File: src/rtl/seg_display_scheduler.sv
// -----------------------------------------------------------------------------
// seg_display_scheduler
//
// Time-shares a two-digit 7-segment display between two requesters. Each
// requester offers a byte through a req/ack handshake; the scheduler picks a
// winner round-robin, captures its byte, and shows it as two hex digits for
// at least DWELL_CYCLES clock cycles before it serves another request.
//
// Optional feature macro: SEG_SCHED_BLANK_LEADING_ZERO_EN
//   When defined, a zero high nibble blanks the left digit instead of
//   showing "0". The right digit is never blanked.
//
// Ports
//   i_Clk     system clock, rising edge
//   i_Rst     asynchronous active-high reset
//   i_Req     per-channel request (bit n = channel n)
//   i_Data0   channel 0 byte (high nibble -> digit 1, low nibble -> digit 2)
//   i_Data1   channel 1 byte (same mapping)
//   o_Ack     one-cycle pulse on the granted channel while its byte is captured
//   o_Busy    high in GRANT and DWELL
//   o_Owner   channel currently shown (valid while o_Valid is high)
//   o_Valid   low until the first grant after reset
//   o_Digit1  left digit, ABCDEFG active-high (bit 6 = A)
//   o_Digit2  right digit, ABCDEFG active-high
// -----------------------------------------------------------------------------
module seg_display_scheduler #(
    parameter int DWELL_CYCLES = 25_000_000,
    parameter int CNT_W        = 25
) (
    input  logic       i_Clk,
    input  logic       i_Rst,
    input  logic [1:0] i_Req,
    input  logic [7:0] i_Data0,
    input  logic [7:0] i_Data1,
    output logic [1:0] o_Ack,
    output logic       o_Busy,
    output logic       o_Owner,
    output logic       o_Valid,
    output logic [6:0] o_Digit1,
    output logic [6:0] o_Digit2
);

    typedef enum logic [1:0] {
        ST_IDLE  = 2'd0,
        ST_GRANT = 2'd1,
        ST_DWELL = 2'd2,
        ST_HOLD  = 2'd3
    } state_t;

    state_t           r_state;
    state_t           w_next;
    logic [CNT_W-1:0] r_cnt;
    logic             r_last_owner;
    logic             r_grant_ch;
    logic [1:0]       r_ack;
    logic             r_busy;
    logic             r_owner;
    logic             r_valid;
    logic [6:0]       r_digit1;
    logic [6:0]       r_digit2;

    logic             w_req_any;
    logic             w_cnt_last;
    logic             w_winner;
    logic [7:0]       w_sel_data;
    logic [6:0]       w_dig1;
    logic [6:0]       w_dig2;

    // Hex nibble to active-high ABCDEFG segment pattern.
    function automatic logic [6:0] hex_to_seg(input logic [3:0] nib);
        logic [6:0] seg;
        case (nib)
            4'h0:    seg = 7'h7E;
            4'h1:    seg = 7'h30;
            4'h2:    seg = 7'h6D;
            4'h3:    seg = 7'h79;
            4'h4:    seg = 7'h33;
            4'h5:    seg = 7'h5B;
            4'h6:    seg = 7'h5F;
            4'h7:    seg = 7'h70;
            4'h8:    seg = 7'h7F;
            4'h9:    seg = 7'h7B;
            4'hA:    seg = 7'h77;
            4'hB:    seg = 7'h1F;
            4'hC:    seg = 7'h4E;
            4'hD:    seg = 7'h3D;
            4'hE:    seg = 7'h4F;
            4'hF:    seg = 7'h47;
            default: seg = 7'h00;
        endcase
        return seg;
    endfunction

    // Next-state, arbitration and digit decode.
    always_comb begin
        w_next     = r_state;
        w_req_any  = (i_Req != 2'b00);
        w_cnt_last = (r_cnt == {CNT_W{1'b0}});
        // On a tie the channel that was not shown last wins.
        case (i_Req)
            2'b01:   w_winner = 1'b0;
            2'b10:   w_winner = 1'b1;
            2'b11:   w_winner = ~r_last_owner;
            default: w_winner = r_last_owner;
        endcase

        case (r_state)
            ST_IDLE, ST_HOLD: begin
                if (w_req_any) w_next = ST_GRANT;
                else           w_next = r_state;
            end
            ST_GRANT: w_next = ST_DWELL;
            ST_DWELL: begin
                if (w_cnt_last) w_next = w_req_any ? ST_GRANT : ST_HOLD;
                else            w_next = ST_DWELL;
            end
            default: w_next = ST_IDLE;
        endcase

        // Data is captured in GRANT whatever i_Req does in that cycle.
        w_sel_data = r_grant_ch ? i_Data1 : i_Data0;
        w_dig2     = hex_to_seg(w_sel_data[3:0]);
`ifdef SEG_SCHED_BLANK_LEADING_ZERO_EN
        if (w_sel_data[7:4] == 4'h0) w_dig1 = 7'h00;
        else                         w_dig1 = hex_to_seg(w_sel_data[7:4]);
`else
        w_dig1 = hex_to_seg(w_sel_data[7:4]);
`endif
    end

    // State register.
    always_ff @(posedge i_Clk or posedge i_Rst) begin
        if (i_Rst) r_state <= ST_IDLE;
        else       r_state <= w_next;
    end

    // Ack pulse, busy flag and winner latch; ack rises with entry to GRANT.
    always_ff @(posedge i_Clk or posedge i_Rst) begin
        if (i_Rst) begin
            r_ack      <= 2'b00;
            r_busy     <= 1'b0;
            r_grant_ch <= 1'b0;
        end else begin
            r_busy <= (w_next == ST_GRANT) || (w_next == ST_DWELL);
            if (w_next == ST_GRANT) begin
                r_ack      <= w_winner ? 2'b10 : 2'b01;
                r_grant_ch <= w_winner;
            end else begin
                r_ack      <= 2'b00;
                r_grant_ch <= r_grant_ch;
            end
        end
    end

    // Dwell counter: loads DWELL_CYCLES-1 in GRANT, counts down to 0 in DWELL.
    always_ff @(posedge i_Clk or posedge i_Rst) begin
        if (i_Rst) begin
            r_cnt <= {CNT_W{1'b0}};
        end else if (r_state == ST_GRANT) begin
            r_cnt <= CNT_W'(DWELL_CYCLES - 1);
        end else if ((r_state == ST_DWELL) && !w_cnt_last) begin
            r_cnt <= r_cnt - CNT_W'(1);
        end else begin
            r_cnt <= r_cnt;
        end
    end

    // Display registers and round-robin history, updated in GRANT.
    always_ff @(posedge i_Clk or posedge i_Rst) begin
        if (i_Rst) begin
            r_digit1     <= 7'h00;
            r_digit2     <= 7'h00;
            r_owner      <= 1'b0;
            r_valid      <= 1'b0;
            r_last_owner <= 1'b1;
        end else if (r_state == ST_GRANT) begin
            r_digit1     <= w_dig1;
            r_digit2     <= w_dig2;
            r_owner      <= r_grant_ch;
            r_valid      <= 1'b1;
            r_last_owner <= r_grant_ch;
        end else begin
            r_digit1     <= r_digit1;
            r_digit2     <= r_digit2;
            r_owner      <= r_owner;
            r_valid      <= r_valid;
            r_last_owner <= r_last_owner;
        end
    end

    assign o_Ack    = r_ack;
    assign o_Busy   = r_busy;
    assign o_Owner  = r_owner;
    assign o_Valid  = r_valid;
    assign o_Digit1 = r_digit1;
    assign o_Digit2 = r_digit2;

endmodule
File: config.mk
export PLATFORM = sky130hd
export DESIGN_NAME = seg_display_scheduler
export DESIGN_NICKNAME = d
export VERILOG_FILES = /design/src/rtl/seg_display_scheduler.sv
export SDC_FILE = /design/constraint.sdc
export NUM_CORES = 1
export LEC_CHECK = 0
export ABC_AREA = 1
export BUFFER_PORTS_ARGS = -buffer_cell sky130_fd_sc_hd__buf_2
export CORE_ASPECT_RATIO = 1.25
export CORE_MARGIN = 5
export CORE_UTILIZATION = 65
export CTS_BUF_LIST = sky130_fd_sc_hd__clkbuf_4 sky130_fd_sc_hd__clkbuf_8
export CTS_CLUSTER_DIAMETER = 40
export DETAILED_ROUTE_END_ITERATION = 10
export GPL_TIMING_DRIVEN = 1
export HOLD_SLACK_MARGIN = 0.02
export PLACE_DENSITY = 0.85
export SYNTH_ARGS = -nofsm -noshare
export SYNTH_HDL_FRONTEND = slang
export SYNTH_SLANG_ARGS = --single-unit
File: constraint.sdc
create_clock -name i_Clk -period 3.5 [get_ports i_Clk]
set_input_delay 0.35 -clock i_Clk [delete_from_list [all_inputs] [get_ports i_Clk]]
set_output_delay 0.35 -clock i_Clk [all_outputs]
set_load 0.01 [all_outputs]
Word-level counts from Yosys, hierarchy flattened
Memory sizes are Yosys's and may differ from the RTL's. A register that Yosys moved wholly into a read port is not among the register bits.
Index checks and enable logic that the tools add are counted.

storage, ports and cells
  register bits = 34
  ROM bits = 224
  input port bits = 20
  word-level logic and storage cells = 38
  memories = 2

memory list
  memory            words  width  read ports  clocked after Yosys merged registers in  write ports  line  text
  (name not given)  16     7      1           1                                        0            72    case (nib)
  (name not given)  16     7      1           1                                        0            72

operators by class
  add/sub/neg operators = 1
  equal/unequal tests = 8
  muxes and demuxes = 10
  bitwise gates (word level) = 1
  reductions and logical operators = 8

operator list
  operator                                                               count
  25-bit 2-to-1 mux                                                      2
  25-bit zero test                                                       1
  25-bit by 1-bit subtractor with 25-bit output, second input constant   1
  2-bit equality test, second input constant                             5
  2-bit 2-to-1 mux                                                       5
  8-bit 2-to-1 mux                                                       1
  2-bit by 1-bit equality test with 1-bit output, second input constant  3
  2-bit one-hot mux with 3 select lines                                  1
  2-bit nonzero test                                                     2
  1-bit one-hot mux with 3 select lines                                  1
  2-bit zero test                                                        1
  2-bit OR reduction                                                     1
  1-bit logical AND                                                      1
  1-bit zero test                                                        1
  1-bit logical OR                                                       1
  1-bit NOT                                                              1

Logic depth before layout (Yosys ltp)
  depth in word-level cells = 6
  mapped depth = 13

Worst setup path after synthesis
OpenSTA, ideal clock, no wires.

  path type = flip-flop to flip-flop
  start = register r_grant_ch
  end = register r_digit1[5] (netlist: o_Digit1[5])
  library setup time = 0.123 ns
  arrival time = 1.845 ns
  path slack = 1.532 ns
  stages on the path, launching flop included = 10
  clock period less this slack = 1.968 ns
  cell sequence = dfrtp_1 buf_2 buf_2 o21ai_0 inv_1 ha_1 o21ai_0 a21oi_1 o21ai_0 nand2_1

between the ends
  cells in the longest elaborated chain, start to end = 1

RTL lines
  what                    line  text
  start, declared         54    logic r_grant_ch;
  start signal, assigned  147   r_grant_ch <= w_winner;
  start signal, assigned  150   r_grant_ch <= r_grant_ch;
  8-bit 2-to-1 mux        121   w_sel_data = r_grant_ch ? i_Data1 : i_Data0;
  end, declared           59    logic [6:0] r_digit1;

Every way passes these cells.
A chain may end at the register's enable or synchronous reset.

Worst setup path in the final report
  start = register r_cnt[0]
  end = register r_cnt[20]

between the ends
  cells in the longest elaborated chain, start to end = 4
  elaborated cells on any way between the ends = 7

RTL lines
  what                                                                                   line  text
  start, declared                                                                        52    logic [CNT_W-1:0] r_cnt;
  start signal, assigned                                                                 158   r_cnt <= {CNT_W{1'b0}};
  start signal, assigned                                                                 160   r_cnt <= CNT_W'(DWELL_CYCLES - 1);
  start signal, assigned                                                                 162   r_cnt <= r_cnt - CNT_W'(1);
  branches (longest 4 deep; another with 25-bit by 1-bit subtractor with 25-bit output)  n/a

Several ways; the timed one is not identified. The select of a mux whose other input is x is not followed.

==> metrics.md <==
| Metric | Value |
|---|---|
| Part of the power in registers | 54.0% |
| Netlist cell types | 30 |
| Internal | 811 µW |
| Commonest cells after routing, fill and taps aside | 105 x sky130_fd_sc_hd__nand2_1, 62 x sky130_fd_sc_hd__nor2_1, 47 x sky130_fd_sc_hd__dfrtp_1 |
| Kind of capture point of the worst setup path | flip-flop |
| Via Count | 2849 |
| Clock network latency to the later pin of the worst-skew pair | 0.30 ns |
| Placed inst area | 3280 µm² |
| Final Total Pwr | 1100 µW |
| N_diodes | 0 |
| Remaining number of nets flagged by the antenna check after routing | 0 |
| Portion of total power attributed to combinational logic | 13.6% |
| Logic depth of the worst register-to-register path | 10 |
| Count of buffer and inverter cells on the critical path | 1 |
| Portion of synthesized cell area occupied by the leading cell type | 38.3% |
| Cell Pwr Density | 325 nW/µm² |
| Setup TNS | 0 ns |
| Classification of the worst setup path | flip-flop to flip-flop |
| First-pass GRT wire length | 12.2 mm |
| Maximum level of the CTS H-tree | 2 |
| CTS Sinks | 48 |
| # nets final | 500 |
| Top cell family by delay on the critical path | compound AO/OA/AOI/OAI gates |
| Library cell with the largest summed area after synthesis | sky130_fd_sc_hd__dfrtp_1 |
| Footprint of the multi-input gates | 1610 µm² |
| Unrepaired setup endpoints after global routing | false |
| Skew final | 0.00534 ns |
| Post-synthesis sequential element count | 48 |
| Violation count after the first detailed-routing iteration | 207 |
| Crit path setup slack, layout | 1.26 ns |
| Share of post-route cells with drive strength above 1 | 13.6% |
| Hold Violations, Final | 0 |
| Post-route non-filler standard cell count | 523 |
| Post-Place Setup Slack | 1.29 ns |
| Clock tree root buffer cell | sky130_fd_sc_hd__clkbuf_8 |
| Number of primary I/O pins | 39 |
| Post-CTS Hold Fix Bufs | 0 |
| Max Slew Vio Count | 0 |
| Layout Area Growth over Synthesis | 10.2% |
| CTS tree | built |
| Dominant cells by area after synthesis | sky130_fd_sc_hd__dfrtp_1 38%, sky130_fd_sc_hd__nand2_1 13%, sky130_fd_sc_hd__nor2_1 7.6% |
| Overflow left after global routing | 0 |
| Relative slew margins | 35.1% |
| Number of gates on the worst path with buffers counted | 10 |
| Final critical delay including setup and external delays | 2.24 ns |
| Vias/cell | 5.45 |
| Number of endpoints failing setup at the final stage | 0 |
| Peak supply drop | 210 µV |
| Wirelength per Cell | 13.5 µm |
| Initial Utilization | 65.8% |
| Number of placed instances, taps included | 515 |
| FMAX | 447 MHz |
| Area of the mapped netlist | 3070 µm² |
| Final HPWL from detailed placement | 5.27 mm |
| Number of fillers in the final layout | 395 |
| Synthesized Nets | 464 |
| Non-Filler Cell Area, Final | 3380 µm² |
| Most common cell after layout, fill and taps aside | sky130_fd_sc_hd__nand2_1 |
| Worst path required time | 3.66 ns |
| Die Area | 6200 µm² |
| Router iterations before antenna repair | 4 |
| Vias in the first global route | 2855 |
| Flip-flop and latch area | 1200 µm² |
| Number of standard cells after synthesis | 426 |
| Worst path cell trace | inv_1 -> ha_1 -> nand2_1 -> nor2_2 -> nand2_2 -> nor2_4 -> a21oi_1 -> nand3_1 -> nand2_1 -> nand3_1 |
| Post-route clock period utilization | 63.9% |
| Outcome | finished clean |
| X dimension of the die | 71.5 µm |
| Critical Path Fanout Max | 12 |
| Net Switching | 288 µW |
| Max-cap viol count | 0 |
| PostCTS Resize Cnt | 0 |
| Number of CTS-inserted buffers | 5 |
| Clock-pin slew on the worst setup and hold paths | 0.09 ns |
| Setup crit start kind | flip-flop |
| Post-detailed-route DRC marker count | 0 |
| Worst hold path class | primary input to async pin |
| Area inside the core boundary | 4660 µm² |
| Proportion of synthesized chip area in sequential cells | 39.2% |
| # port buffers | 38 |
| Total leakage power | 0.00168 µW |
| Fraction of power consumed by the clock network | 32.4% |
| Post-CTS setup buffer count | 0 |
| GRT Overall Usage | 24.4% |
| Die height | 86.8 µm |
| Final estimated routing congestion in global placement | 0.902 |
| Cell with the largest stage delay on the worst path | sky130_fd_sc_hd__a21oi_1 |
| Critical Path Max Stage Delay | 0.68 ns |
| Antenna violations before repair | 0 |
| Average cell area after synthesis | 7.20 µm² |
| Placement row count | 28 |
| Largest net degree at the start of global routing | 49 |
| Arr. time, crit path | 2.40 ns |
| Sw Ratio | 26.2% |
| Sum of routed wire length over all layers | 7.06 mm |
| Slew at the pin with the worst max-slew slack | 0.973 ns |
| Clock tree buffer depth | 2 |
| Syn. warnings | 0 |
-- cell families after synthesis --
family          Yosys count  synth area share (%)
simple gates            209                  28.6
compound gates           77                  13.4
buf+inv                  63                  8.32
flops                    48                  39.2
fa+ha+maj                18                  7.34
xor+xnor                 11                  3.14
-- power by group through the flow --
stage | combinational (µW) | sequential [µW] | clock (µW)
2_1_floorplan | 86.0 | 612 | 0
3_3_place_gp | 146 | 604 | 0
3_5_place_dp | 151 | 604 | 0
4_1_cts | 151 | 594 | 360
5_1_grt | 172 | 598 | 386
6_report | 149 | 594 | 356
-- through the flow --
stage	utilization (%)	hold slack [ns]
after floorplan	-	0.449
after global placement	70.5	0.447
after detailed placement	70.5	0.459
after CTS	72.6	0.309
after global routing	72.6	0.382
final	72.6	0.266
-- sequential cells by signal, indices dropped and copies added, names as in the netlist --
name          flops
o_Busy            1
r_cnt            25
o_Valid           1
r_last_owner      1
o_Ack             2
r_grant_ch        1
o_Digit2          7
r_state           2
o_Digit1          7
o_Owner           1
-- worst register-to-register path, stage by stage (launching register included) --
cell and delay [ns]:
sky130_fd_sc_hd__dfrtp_1 0.35, sky130_fd_sc_hd__inv_1 0.11, sky130_fd_sc_hd__ha_1 0.30, sky130_fd_sc_hd__nand2_1 0.12, sky130_fd_sc_hd__nor2_2 0.05, sky130_fd_sc_hd__nand2_2 0.10, sky130_fd_sc_hd__nor2_4 0.04, sky130_fd_sc_hd__a21oi_1 0.68
sky130_fd_sc_hd__nand3_1 0.17, sky130_fd_sc_hd__nand2_1 0.10, sky130_fd_sc_hd__nand3_1 0.07
-- layer usage --
layer | share of wire, % | wire length [µm] | vias up | GRT usage [%]
met5 | 0 | 0 | - | 0
met4 | 3.5 | 250 | 0 | 12.8
met3 | 5.0 | 350 | 22 | 2.78
met2 | 52 | 3660 | 92 | 43.9
met1 | 40 | 2800 | 1303 | 28.0
li1 | - | - | 1432 | -
-- worst paths after layout --
| check | from | endpoint | slack (ns) |
|---|---|---|---|
| max in group asynchronous | i_Rst | o_Busy$_DFF_PP0_ | 2.62 |
| min in group i_Clk | i_Req[0] | o_Ack[1]$_DFF_PP0_ | 0.36 |
| setup reg to reg | r_cnt[0]$_DFFE_PP0P_ | r_cnt[20]$_DFFE_PP0P_ | 1.26 |
| hold / removal | i_Rst | r_cnt[23]$_DFFE_PP0P_ | 0.27 |
| setup / recovery | r_cnt[0]$_DFFE_PP0P_ | r_cnt[20]$_DFFE_PP0P_ | 1.26 |
| hold reg to reg | o_Digit1[5]$_DFFE_PP0P_ | o_Digit1[5]$_DFFE_PP0P_ | 0.47 |
-- cell type report --
type	count	share of cell area [%]
Inverter	53	5.88
Timing Repair Buffer	39	5.85
Multi-Input combinational cell	315	47.6
Clock buffer	8	2.89
Sequential cell	48	35.6
Tap cell	60	2.22
-- cell usage after synthesis --
cell type and instances:
sky130_fd_sc_hd__a21oi_1 18, sky130_fd_sc_hd__a31oi_1 5, sky130_fd_sc_hd__buf_2 3, sky130_fd_sc_hd__buf_6 2
sky130_fd_sc_hd__clkbuf_1 5, sky130_fd_sc_hd__clkinv_1 1, sky130_fd_sc_hd__dfrtp_1 47, sky130_fd_sc_hd__dfstp_2 1
sky130_fd_sc_hd__ha_1 18, sky130_fd_sc_hd__inv_1 47, sky130_fd_sc_hd__inv_2 5, sky130_fd_sc_hd__nand2_1 105
sky130_fd_sc_hd__nand2_2 2, sky130_fd_sc_hd__nand2_4 2, sky130_fd_sc_hd__nand3_1 23, sky130_fd_sc_hd__nand3b_1 3
sky130_fd_sc_hd__nand4_1 7, sky130_fd_sc_hd__nor2_1 62, sky130_fd_sc_hd__nor2_2 2, sky130_fd_sc_hd__nor2_4 1
sky130_fd_sc_hd__nor3_1 1, sky130_fd_sc_hd__o211ai_1 4, sky130_fd_sc_hd__o21a_1 1, sky130_fd_sc_hd__o21ai_0 29
sky130_fd_sc_hd__o21ai_1 18, sky130_fd_sc_hd__o21ai_2 1, sky130_fd_sc_hd__o21bai_1 1, sky130_fd_sc_hd__or2_2 1
sky130_fd_sc_hd__xnor2_1 2, sky130_fd_sc_hd__xor2_1 9
(Power assumes the default switching activity.)
